<file path="src/rtl/fetch_pc_gen_if.sv">
// Fetch-PC generator bus: the redirect/control inputs from the pipeline and the
// fetch address outputs consumed by the IF/ID register.
interface fetch_pc_gen_if #(
  parameter int WIDTH = 32
);
  logic             en;
  logic [1:0]       pc_sel;
  logic [WIDTH-1:0] branch_tgt;
  logic [WIDTH-1:0] jr_tgt;
  logic [WIDTH-1:0] jal_tgt;
  logic             flush;
  logic             trap;
  logic [WIDTH-1:0] pc_if;
  logic             pc_valid;
  logic             flushing;
  logic             misaligned;

  modport master (
    output en, pc_sel, branch_tgt, jr_tgt, jal_tgt, flush, trap,
    input  pc_if, pc_valid, flushing, misaligned
  );

  modport slave (
    input  en, pc_sel, branch_tgt, jr_tgt, jal_tgt, flush, trap,
    output pc_if, pc_valid, flushing, misaligned
  );
endinterface

</file>
<file path="src/rtl/fetch_pc_gen.sv">
// IF-stage program-counter generator: sequential/branch/jump selection, stall,
// counted squash window after a control hazard, and trap redirect.
module fetch_pc_gen #(
  parameter int                   WIDTH        = 32,
  parameter logic [WIDTH-1:0]     RESET_VEC    = '0,
  parameter logic [31:0]          TRAP_VEC     = 32'h0000_0080,
  parameter int                   FLUSH_CYCLES = 3
) (
  input  logic                CLK,
  input  logic                RST,
  fetch_pc_gen_if.slave       bus
);

  localparam logic [WIDTH-1:0] TRAP_PC  = WIDTH'(TRAP_VEC) & ~WIDTH'(3);
  localparam logic [3:0]       CNT_INIT = 4'(FLUSH_CYCLES - 1);

  typedef enum logic {
    S_RUN,
    S_FLUSH
  } state_e;

  state_e           state_q, state_d;
  logic [3:0]       cnt_q, cnt_d;
  logic [WIDTH-1:0] pc_q, pc_d;
  logic             misaligned_q, misaligned_d;

  logic [WIDTH-1:0] pc_plus4;
  logic [WIDTH-1:0] raw_tgt;
  logic [WIDTH-1:0] tgt_aligned;

  // Wraps naturally modulo 2^WIDTH.
  assign pc_plus4 = pc_q + WIDTH'(4);

  always_comb begin
    raw_tgt = bus.branch_tgt;
    unique case (bus.pc_sel)
      2'b01:   raw_tgt = bus.branch_tgt;
      2'b10:   raw_tgt = bus.jr_tgt;
      2'b11:   raw_tgt = bus.jal_tgt;
      default: raw_tgt = pc_plus4;
    endcase
  end

  // Redirect targets are forced word-aligned; the dropped bits feed misaligned.
  genvar gi;
  generate
    for (gi = 0; gi < WIDTH; gi++) begin : g_align
      if (gi < 2) begin : g_lo
        assign tgt_aligned[gi] = 1'b0;
      end else begin : g_hi
        assign tgt_aligned[gi] = raw_tgt[gi];
      end
    end
  endgenerate

  always_ff @(posedge CLK) begin
    if (RST) begin
      state_q      <= S_RUN;
      cnt_q        <= '0;
      pc_q         <= RESET_VEC;
      misaligned_q <= 1'b0;
    end else begin
      state_q      <= state_d;
      cnt_q        <= cnt_d;
      pc_q         <= pc_d;
      misaligned_q <= misaligned_d;
    end
  end

  always_comb begin
    state_d      = state_q;
    cnt_d        = cnt_q;
    pc_d         = pc_q;
    misaligned_d = misaligned_q;

    if (bus.trap) begin
      state_d      = S_RUN;
      cnt_d        = '0;
      pc_d         = TRAP_PC;
      misaligned_d = 1'b0;
    end else if (bus.flush) begin
      // Also restarts an already running window.
      state_d = S_FLUSH;
      cnt_d   = CNT_INIT;
    end else if (state_q == S_FLUSH) begin
      // The window drains regardless of stall.
      if (cnt_q == 4'd0) begin
        state_d = S_RUN;
      end else begin
        cnt_d = cnt_q - 4'd1;
      end
    end else if (bus.en) begin
      if (bus.pc_sel == 2'b00) begin
        pc_d         = pc_plus4;
        misaligned_d = 1'b0;
      end else begin
        pc_d         = tgt_aligned;
        misaligned_d = |raw_tgt[1:0];
      end
    end
  end

  assign bus.pc_if      = pc_q;
  assign bus.pc_valid   = (state_q == S_RUN) && !bus.flush;
  assign bus.flushing   = (state_q == S_FLUSH) || bus.flush;
  assign bus.misaligned = misaligned_q;

endmodule

</file>
<file path="src/flat_wrapper.sv">
// flat-port wrapper written by rule: the top's interface ports become plain ports
module fetch_pc_gen_flat 
#(
  parameter int                   WIDTH        = 32,
  parameter logic [WIDTH-1:0]     RESET_VEC    = '0,
  parameter logic [31:0]          TRAP_VEC     = 32'h0000_0080,
  parameter int                   FLUSH_CYCLES = 3
)
  (CLK, RST, bus_en, bus_pc_sel, bus_branch_tgt, bus_jr_tgt, bus_jal_tgt, bus_flush, bus_trap, bus_pc_if, bus_pc_valid, bus_flushing, bus_misaligned);
  fetch_pc_gen_if #(.WIDTH(WIDTH)) bus_i ();
  input  logic CLK;
  input  logic RST;
  input wire logic [$bits(bus_i.en)-1:0] bus_en;
  input wire logic [$bits(bus_i.pc_sel)-1:0] bus_pc_sel;
  input wire logic [$bits(bus_i.branch_tgt)-1:0] bus_branch_tgt;
  input wire logic [$bits(bus_i.jr_tgt)-1:0] bus_jr_tgt;
  input wire logic [$bits(bus_i.jal_tgt)-1:0] bus_jal_tgt;
  input wire logic [$bits(bus_i.flush)-1:0] bus_flush;
  input wire logic [$bits(bus_i.trap)-1:0] bus_trap;
  output wire logic [$bits(bus_i.pc_if)-1:0] bus_pc_if;
  output wire logic [$bits(bus_i.pc_valid)-1:0] bus_pc_valid;
  output wire logic [$bits(bus_i.flushing)-1:0] bus_flushing;
  output wire logic [$bits(bus_i.misaligned)-1:0] bus_misaligned;
  assign bus_i.en = bus_en;
  assign bus_i.pc_sel = bus_pc_sel;
  assign bus_i.branch_tgt = bus_branch_tgt;
  assign bus_i.jr_tgt = bus_jr_tgt;
  assign bus_i.jal_tgt = bus_jal_tgt;
  assign bus_i.flush = bus_flush;
  assign bus_i.trap = bus_trap;
  assign bus_pc_if = bus_i.pc_if;
  assign bus_pc_valid = bus_i.pc_valid;
  assign bus_flushing = bus_i.flushing;
  assign bus_misaligned = bus_i.misaligned;
  fetch_pc_gen #(.WIDTH(WIDTH), .RESET_VEC(RESET_VEC), .TRAP_VEC(TRAP_VEC), .FLUSH_CYCLES(FLUSH_CYCLES)) u_core (.CLK(CLK), .RST(RST), .bus(bus_i));
endmodule
</file>
<file path="config.mk">
export PLATFORM = sky130hd
export DESIGN_NAME = fetch_pc_gen_flat
export DESIGN_NICKNAME = d
export VERILOG_FILES = /design/src/rtl/fetch_pc_gen_if.sv /design/src/rtl/fetch_pc_gen.sv /design/src/flat_wrapper.sv
export SDC_FILE = /design/constraint.sdc
export NUM_CORES = 1
export LEC_CHECK = 0
export ABC_AREA = 0
export CORE_MARGIN = 2
export CORE_UTILIZATION = 41
export DETAILED_ROUTE_END_ITERATION = 16
export PLACE_DENSITY = 0.82
export SYNTH_ARGS = -nofsm -noshare
export SYNTH_HDL_FRONTEND = slang
export SYNTH_SLANG_ARGS = --single-unit
</file>
<file path="constraint.sdc">
create_clock -name CLK -period 2.13 [get_ports CLK]
set_input_delay 0.5325 -clock CLK [delete_from_list [all_inputs] [get_ports CLK]]
set_output_delay 0.5325 -clock CLK [all_outputs]
set_load 0.005 [all_outputs]
</file>
### Word-level counts from Yosys, hierarchy flattened

Cells that the tools add are included.

* word-level logic and storage cells: 44
* input bits: 103
* register bits after elaboration: 38
* output and inout bits: 35

* add/sub/neg operators: 2
* eq/ne operators: 6
* reductions and logical operators: 14
* bitwise logic cells: 3
* multiplexer cells: 13

Operator list (number)
* case mux 32 bit (3 select lines): 1
* adder 32 x 3 -> 32 bit (second input constant): 1
* 2-to-1 mux 32 bit: 1
* 2-to-1 mux 8 bit: 4
* 2-to-1 mux 2 bit: 3
* AND reduction 3 bit: 2
* equality test 2 bit (second input constant): 2
* logical NOT 4 bit: 1
* 2-to-1 mux 1 bit: 4
* inequality test 2 bit (second input constant): 2
* AND reduction 2 bit: 2
* nonzero test 2 bit: 2
* OR reduction 2 bit: 2
* subtractor 4 x 1 -> 4 bit (second input constant): 1
* NOT 1 bit: 3
* OR reduction 3 bit: 1
* equality test 2 x 1 -> 1 bit (second input constant): 1
* logical NOT 2 bit: 1
* inequality test 2 x 1 -> 1 bit (second input constant): 1
* logical AND 1 bit: 1
* logical NOT 1 bit: 1
* logical OR 1 bit: 1

### Longest topological paths before layout

Gate-level depths: netlist of the first run.

* word-level depth: 7
* mapped depth: 7

### Least setup slack after synthesis of the first run

No wires, ideal clock.

* path type: input to register
* start: input port bus_pc_sel[0]
* end: register u_core.pc_q[21], in the netlist u_core.bus.pc_if[21]
* path slack: 342 ps
* stages on the path: 6
* arrival: 1726 ps
* library setup time: 62 ps
* cell sequence: or2_1 -> clkbuf_1 -> nor2_2 -> nand2_1 -> or4_1 -> nand3_1

* longest elaborated chain between the ends: 3
* elaborated cells on any way between the ends: 6

Ends and longest elaborated chain
* start, declared: line flat_wrapper.sv:14 `input wire logic [$bits(bus_i.pc_sel)-1:0] bus_pc_sel;`
* equality test 2 bit or equality test 2 x 1 -> 1 bit (tied branches): line fetch_pc_gen.sv:36 `unique case (bus.pc_sel)`
* case mux 32 bit (3 select lines): line fetch_pc_gen.sv:36
* 2-to-1 mux 32 bit (*): line fetch_pc_gen.sv:93 `if (bus.pc_sel == 2'b00) begin`
* end signal, assigned: line fetch_pc_gen.sv:65 `pc_q <= pc_d;`
* end, declared: line fetch_pc_gen.sv:24 `logic [WIDTH-1:0] pc_q, pc_d;`

Mark *: on every way between the ends. The rest lies on a longest branch, timed or not.
A chain may end at the register's enable or synchronous reset.

### Final worst setup path of the first run

* start: input port bus_flush
* end: output port bus_pc_valid

* longest elaborated chain between the ends: 2

Ends and longest elaborated chain
* start, declared: line flat_wrapper.sv:18 `input wire logic [$bits(bus_i.flush)-1:0] bus_flush;`
* logical NOT 1 bit: line fetch_pc_gen.sv:104 `assign bus.pc_valid = (state_q == S_RUN) && !bus.flush;`
* logical AND 1 bit: line fetch_pc_gen.sv:104
* end, declared: line flat_wrapper.sv:21 `output wire logic [$bits(bus_i.pc_valid)-1:0] bus_pc_valid;`

Every way passes these cells.

==> impl_results.md, run 1 <==
- Final Cell Area: 4622 um2
- Synthesis-to-finish area growth: 64.18%
- Die span in x: 86.87 um
- WHS Endpoint: u_core.bus.pc_if[0]
- # clock sinks: 38
- Cell Pwr Density: 416.7 nW/um2
- R2R setup slack: 0.27 ns
- Vias: 3513
- Fin. Hold Viols: 0
- Full die area: 7546 um2
- Top Ports: 138
- Slew margin rel.: 0.7125
- Final Cycle Share: 0.9570
- CTS Buffer Depth: 2
- RSZ-0062 raised after global routing: false
- Register area share after synthesis: 0.2702
- FF-to-FF Start: u_core.bus.pc_if[2]
- Post-synth EDFFs: 0
- Synthesized area per cell: 8.043 um2
- Via density: 5.995
- Synthesized Nets: 454
- Placer Congestion: 0.9260
- Tot Pwr: 1926 uW
- Clk_lat worst skew: 0.29 ns
- Most common flop cell mapped by yosys: dfxtp_1
- CP top delay family: buffers and inverters
- Most Frequent Cell on Critical Path: inv_1
- Largest net degree at the start of global routing: 27
- Lkg Pwr: 0.001686 uW
- Worst Max-Slew Pin Slew: 0.4257 ns
- DRT iter0 DRCs: 213
- Buf+Inv Stages, Crit Path: 4
- Clk slew on worst S/H paths: 0.08 ns
- Pre-Repair DR Iteration Count: 4
- Setup bufs post-CTS: 0
- DIE HEIGHT: 86.87 um
- DRC: 0
- Antenna violations before repair: 0
- Fin worst setup slack: 0.09162 ns
- Post-CTS Hold Buffers: 0
- Tmin final: 2.038 ns
- Layout net count: 609
- Final hold slack: 0.4693 ns
- CP max FO: 4
- Core area: 6719 um2
- Commonest non-fill, non-tap cell in the layout: clkdlybuf4s50_1
- Min-delay src: u_core.bus.pc_if[0]
- Fill count: 559
- Cells after synthesis: 350
- First-pass GRT wire length: 16160 um
- Pins Over Slew Limit: 0
- Outcome: finished clean
- Port bufs: 137
- Commonest non-fill, non-tap cells in the layout: 135 x clkdlybuf4s50_1, 38 x dfxtp_1, 33 x buf_4
- VDD IR max: 226.2 uV
- Layout cells sized above 1: 0.1739
- Number of global-route vias before repair: 3526
- Pre-CTS setup slack: -0.3067 ns
- Crit-path max cell delay: 0.50 ns
- CP max stage cell: clkdlybuf4s50_1
- Library cells used by synthesis: 65
- Placed inst area: 4499 um2
- Warnings, synthesis: 0
- Final cell utilization of the core: 0.6879
- HPWL after detailed placement: 7863 um
- Crit path cell chain: dlygate4sd2_1, inv_1, nand2_1, inv_1, clkdlybuf4s50_1
- Fmax: 0.4906 GHz
- R2R depth: 6
- WS Path Type: primary input to output pin
- CTS Root Cell: clkbuf_8
- FF-to-FF End: u_core.bus.pc_if[18]
- Asr flop ratio synth: 0
- Antenna diode count: 0
- Cell Rows: 30
- Routed length per instance: 17.45 um
- CTS H-tree depth: 2
- Global route total overflow: 0
- Crit start category: primary input
- CTS tree: built
- Worst Path Arrival: 1.51 ns
- Synth Register Bits: 38
- CTS buffer count: 5
- Final wirelength: 10230 um
- Clock Skew: 0.01117 ns
- ANT nets after route: 0
- Worst hold path depth: 1
- Worst EP required: 1.60 ns
- GRT Total Usage: 0.2674
- Synthesized area: 2815 um2
- Initial Util: 0.4190
- HP Class: flop to flop
- Max-cap viol count: 0
- Crit path capture type: output pin
- # setup viols final: 0
==> layout make-up <==
type | instances | area, um2 | share of cell area
Multi-Input combinational cell | 279 | 1933 | 0.4182
Timing Repair Buffer | 174 | 1693 | 0.3663
Sequential cell | 38 | 760.7 | 0.1646
Tap cell | 80 | 100.1 | 0.02166
Clock buffer | 5 | 68.82 | 0.01489
Clock inverter | 3 | 40.04 | 0.008663
Inverter | 7 | 26.28 | 0.005685
==> synthesized netlist by cell type (all sizes together) (3+ instances only) <==
cell type / number / area, um2
dfxtp: 38 / 760.7
nor2: 34 / 132.6
a21oi: 31 / 155.2
nand2: 23 / 86.33
o21ai: 21 / 105.1
mux2: 20 / 225.2
nand3: 16 / 97.60
clkbuf: 14 / 52.55
nor3: 14 / 80.08
buf: 12 / 65.06
a211oi: 11 / 87.58
a221oi: 10 / 87.58
nand4: 10 / 83.83
mux2i: 9 / 90.09
a22oi: 8 / 60.06
inv: 7 / 26.28
and3: 5 / 31.28
o22ai: 5 / 31.28
a31oi: 4 / 25.02
and2: 4 / 25.02
o21a: 4 / 30.03
or2: 4 / 25.03
a211o: 3 / 26.28
a221o: 3 / 30.03
mux4: 3 / 67.56
nor4: 3 / 33.78
o41ai: 3 / 26.28
==> worst max-delay path by stage <==
stage | endpoint | from | cells past startpoint | slack, ns
2_1_floorplan | u_core.bus.pc_if[21] | bus_pc_sel[0] | 6 | 0.34
3_5_place_dp | u_core.bus.pc_if[8] | bus_flush | 6 | -0.31
5_1_grt | bus_pc_valid | bus_flush | 5 | 0.02
6_report | bus_pc_valid | bus_flush | 5 | 0.09
4_1_cts | u_core.bus.pc_if[8] | bus_en | 6 | 0.02
3_3_place_gp | u_core.bus.pc_if[8] | bus_flush | 6 | -0.23
==> metrics by stage <==
step,cells,setup TNS (ns)
6_report,586,0
3_3_place_gp,578,-2.802
4_1_cts,586,0
3_5_place_dp,578,-3.978
5_1_grt,586,0
2_1_floorplan,350,0
==> timing repair <==
item / in CTS / in global routing
hold endpoints to repair: 0 / 0
cloned: 0 / 0
gates resized for setup: 1 / 3
setup endpoints to repair: 3 / 2
==> per-layer routing <==
metal	vias up	track usage	wire (um)
met2	180	0.4920	4976
met4	0	0.07670	199
met5	-	0	0
met1	1656	0.3059	4179
li1	1654	-	-
met3	23	0.06161	870
==> power by group <==
part	total [uW]	leakage (uW)	internal (uW)	switching, uW
registers	755	0.000308	729	26.2
clock network	621	0.0000579	345	276
logic	550	0.00132	343	208
total	1930	0.00169	1420	509
==> registers in the layout (all words and copies together) (netlist names) <==
signal,flops
u_core.state_q,1
u_core.bus.pc_if,32
u_core.bus.misaligned,1
u_core.cnt_q,4
==> kinds of logic after synthesis <==
kind of cell	after synthesis	share of synthesized area
flip-flops	38	0.2702
AND/OR/NAND/NOR	123	0.2382
AO/OA/AOI/OAI	119	0.2876
buffers and inverters	33	0.05111
adder cells (fa/ha/maj)	1	0.004444
XOR/XNOR	4	0.01245
multiplexers	32	0.1360
No activity file was read; power rests on OpenSTA's default activity.
==> inputs of run 2 (changes only) <==
--- a/config.mk
+++ b/config.mk
@@ -6,10 +6,12 @@
 export NUM_CORES = 1
 export LEC_CHECK = 0
 export ABC_AREA = 0
-export CORE_MARGIN = 2
+export CAP_MARGIN = 10
+export CORE_MARGIN = 3
 export CORE_UTILIZATION = 41
 export DETAILED_ROUTE_END_ITERATION = 16
 export PLACE_DENSITY = 0.82
+export SKIP_CTS_REPAIR_TIMING = 1
 export SYNTH_ARGS = -nofsm -noshare
 export SYNTH_HDL_FRONTEND = slang
 export SYNTH_SLANG_ARGS = --single-unit
==> impl_results.md, run 2 (synthesis gave the netlist of run 1 again) <==
- Fin worst setup slack: 0.09315 ns (+0.001535 ns)
- Largest net degree at the start of global routing: 27 (unchanged)
- ANT nets after route: 0 (unchanged)
- Layout net count: 607 (-0.33%)
- CTS tree: built
- Final cell utilization of the core: 0.7093 (+0.02141)
- Die span in x: 88.87 um (+2.3%)
- HP Class: flop to flop
- Worst EP required: 2.39 ns (+0.79 ns)
- Antenna diode count: 0 (unchanged)
- Vias: 3497 (-0.46%)
- CTS Root Cell: clkbuf_8
- GRT Total Usage: 0.2550 (-0.01237)
- Fmax: 0.4910 GHz (about the same)
- Sw frac: 0.2676 (+0.003227)
- Initial Util: 0.4334 (+0.01445)
- Routed length per instance: 17.49 um (+0.26%)
- Cell Rows: 29 (-3.3%)
- Placer Congestion: 0.8869 (-4.2%)
- Crit-path max cell delay: 0.50 ns (about the same)
- Crit path capture type: flop
- Internal Power: 1417 uW (about the same)
- Worst Max-Slew Pin Slew: 0.5201 ns (+0.09436 ns)
- Pins Over Slew Limit: 0 (unchanged)
- Flop pwr share: 0.390 (-0.002)
- Number of global-route vias before repair: 3420 (-3.0%)
- Pre-Repair DR Iteration Count: 5 (+1)
- Antenna violations before repair: 0 (unchanged)
- Clock group share of total power: 0.330 (+0.008)
- Commonest non-fill, non-tap cell in the layout: clkdlybuf4s50_1
- Commonest non-fill, non-tap cells in the layout: 135 x clkdlybuf4s50_1, 38 x dfxtp_1, 32 x nor2_1
- First-pass GRT wire length: 15840 um (-2.0%)
- Global route total overflow: 0 (unchanged)
- CP max stage cell: or4_1
- CTS buffer count: 5 (unchanged)
- Fin. Hold Viols: 0 (unchanged)
- Clk_lat worst skew: 0.31 ns (+0.02 ns)
- CP max FO: 13 (+9)
- Crit path cell chain: clkdlybuf4s50_1, buf_6, or2_1, nor2_2, nand2_1, or4_1, nand3_1
- RSZ-0062 raised after global routing: false
- Clk slew on worst S/H paths: 0.09 ns (about the same)
- Slew margin rel.: 0.6525 (-0.05993)
- DRC: 0 (unchanged)
- Largest register FFs: 32 (unchanged)
- R2R depth: 6 (unchanged)
- Pre-CTS setup slack: -0.3326 ns (-0.02591 ns)
- Fill count: 527 (-5.7%)
- Via density: 6.019 (+0.40%)
- DIE HEIGHT: 88.87 um (+2.3%)
- Lkg Pwr: 0.001679 uW (-0.37%)
- NetSw: 517.8 uW (+1.7%)
- HPWL after detailed placement: 7846 um (-0.22%)
- Worst Path Arrival: 2.29 ns (+0.78 ns)
- Max-cap viol count: 0 (unchanged)
- Port bufs: 137 (unchanged)
- Outcome: finished clean
- Tot Pwr: 1935 uW (+0.47%)
- Synthesis-to-finish area growth: 63.64%
- Layout cells sized above 1: 0.1687 (-0.005262)
- VDD IR max: 296.6 uV (+31%)
- Core area: 6495 um2 (-3.3%)
- Cell Pwr Density: 420.0 nW/um2 (+0.79%)
- Final wirelength: 10160 um (-0.60%)
- Final Cycle Share: 0.9563 (about the same)
- Full die area: 7897 um2 (+4.7%)
- Crit start category: primary input
- Combinational share of power: 0.280 (-0.006)
- Top Ports: 138 (unchanged)
- DRT iter0 DRCs: 225 (+5.6%)
- # clock sinks: 38 (unchanged)
- # setup viols final: 0 (unchanged)
- Tmin final: 2.037 ns (-0.001534 ns)
- WS Path Type: primary input to flop
- Worst hold path depth: 2 (+1)
- Clock Skew: 0.009611 ns (-0.001563 ns)
- CTS H-tree depth: 2 (unchanged)
- Setup TNS: 0 ns (unchanged)
- CTS Buffer Depth: 2 (unchanged)
==> run 2: changes by cell type in the layout (fill, tap and decap cells not counted), moves of 2 or more <==
cell / previous run / this run
buf_4: 33 / 30
a221oi_1: 8 / 10
a221oi_2: 2 / 0
clkinv_2: 2 / 0
clkinvlp_4: 0 / 2
buf_6: 0 / 2
==> run 2: metrics by stage <==
step	std cells	hold WS, ns	instance area, um2
2_1_floorplan	350	0.4421	2815
3_3_place_gp	573	0.4440	4468
3_5_place_dp	573	0.4556	4468
4_1_cts	581	0.4809	4582
5_1_grt	581	0.4978	4607
6_report	581	0.4767	4607
==> run 2: final timing paths <==
kind / from / to / slack (ns)
hold reg to reg: u_core.cnt_q[3] / u_core.cnt_q[2] / 0.48
hold / removal: u_core.cnt_q[3] / u_core.cnt_q[2] / 0.48
setup reg to reg: u_core.bus.pc_if[2] / u_core.bus.pc_if[18] / 0.27
setup / recovery: bus_pc_sel[0] / u_core.bus.pc_if[21] / 0.09
==> run 2: final cells by class <==
type | instances | area (um2) | share of cell area
clock buffers | 5 | 68.82 | 0.01494
inverters | 7 | 26.28 | 0.005703
well taps | 77 | 96.34 | 0.02091
multi-input cells | 279 | 1933 | 0.4196
flip-flops and latches | 38 | 760.7 | 0.1651
clock inverters | 3 | 45.04 | 0.009777
repair buffers | 172 | 1677 | 0.3639
==> run 2: critical path: cells and delay by family <==
kind	cells	cell delay, ns
AND/OR/NAND/NOR	5	1.10
buffers and inverters	2	0.66
==> run 2: per-layer routing <==
| layer | GRT usage | share of wire |
|---|---|---|
| met4 | 0.07418 | 0.021 |
| met2 | 0.4582 | 0.50 |
| met1 | 0.2960 | 0.37 |
| met5 | 0 | 0 |
| met3 | 0.06611 | 0.12 |
==> run 2: power by group through the flow <==
stage | clock [uW] | combinational (uW) | sequential, uW
after floorplan | 0 | 211 | 767
after global placement | 0 | 526 | 770
after detailed placement | 0 | 535 | 771
after CTS | 641 | 538 | 754
after global routing | 661 | 584 | 759
final | 638 | 542 | 755
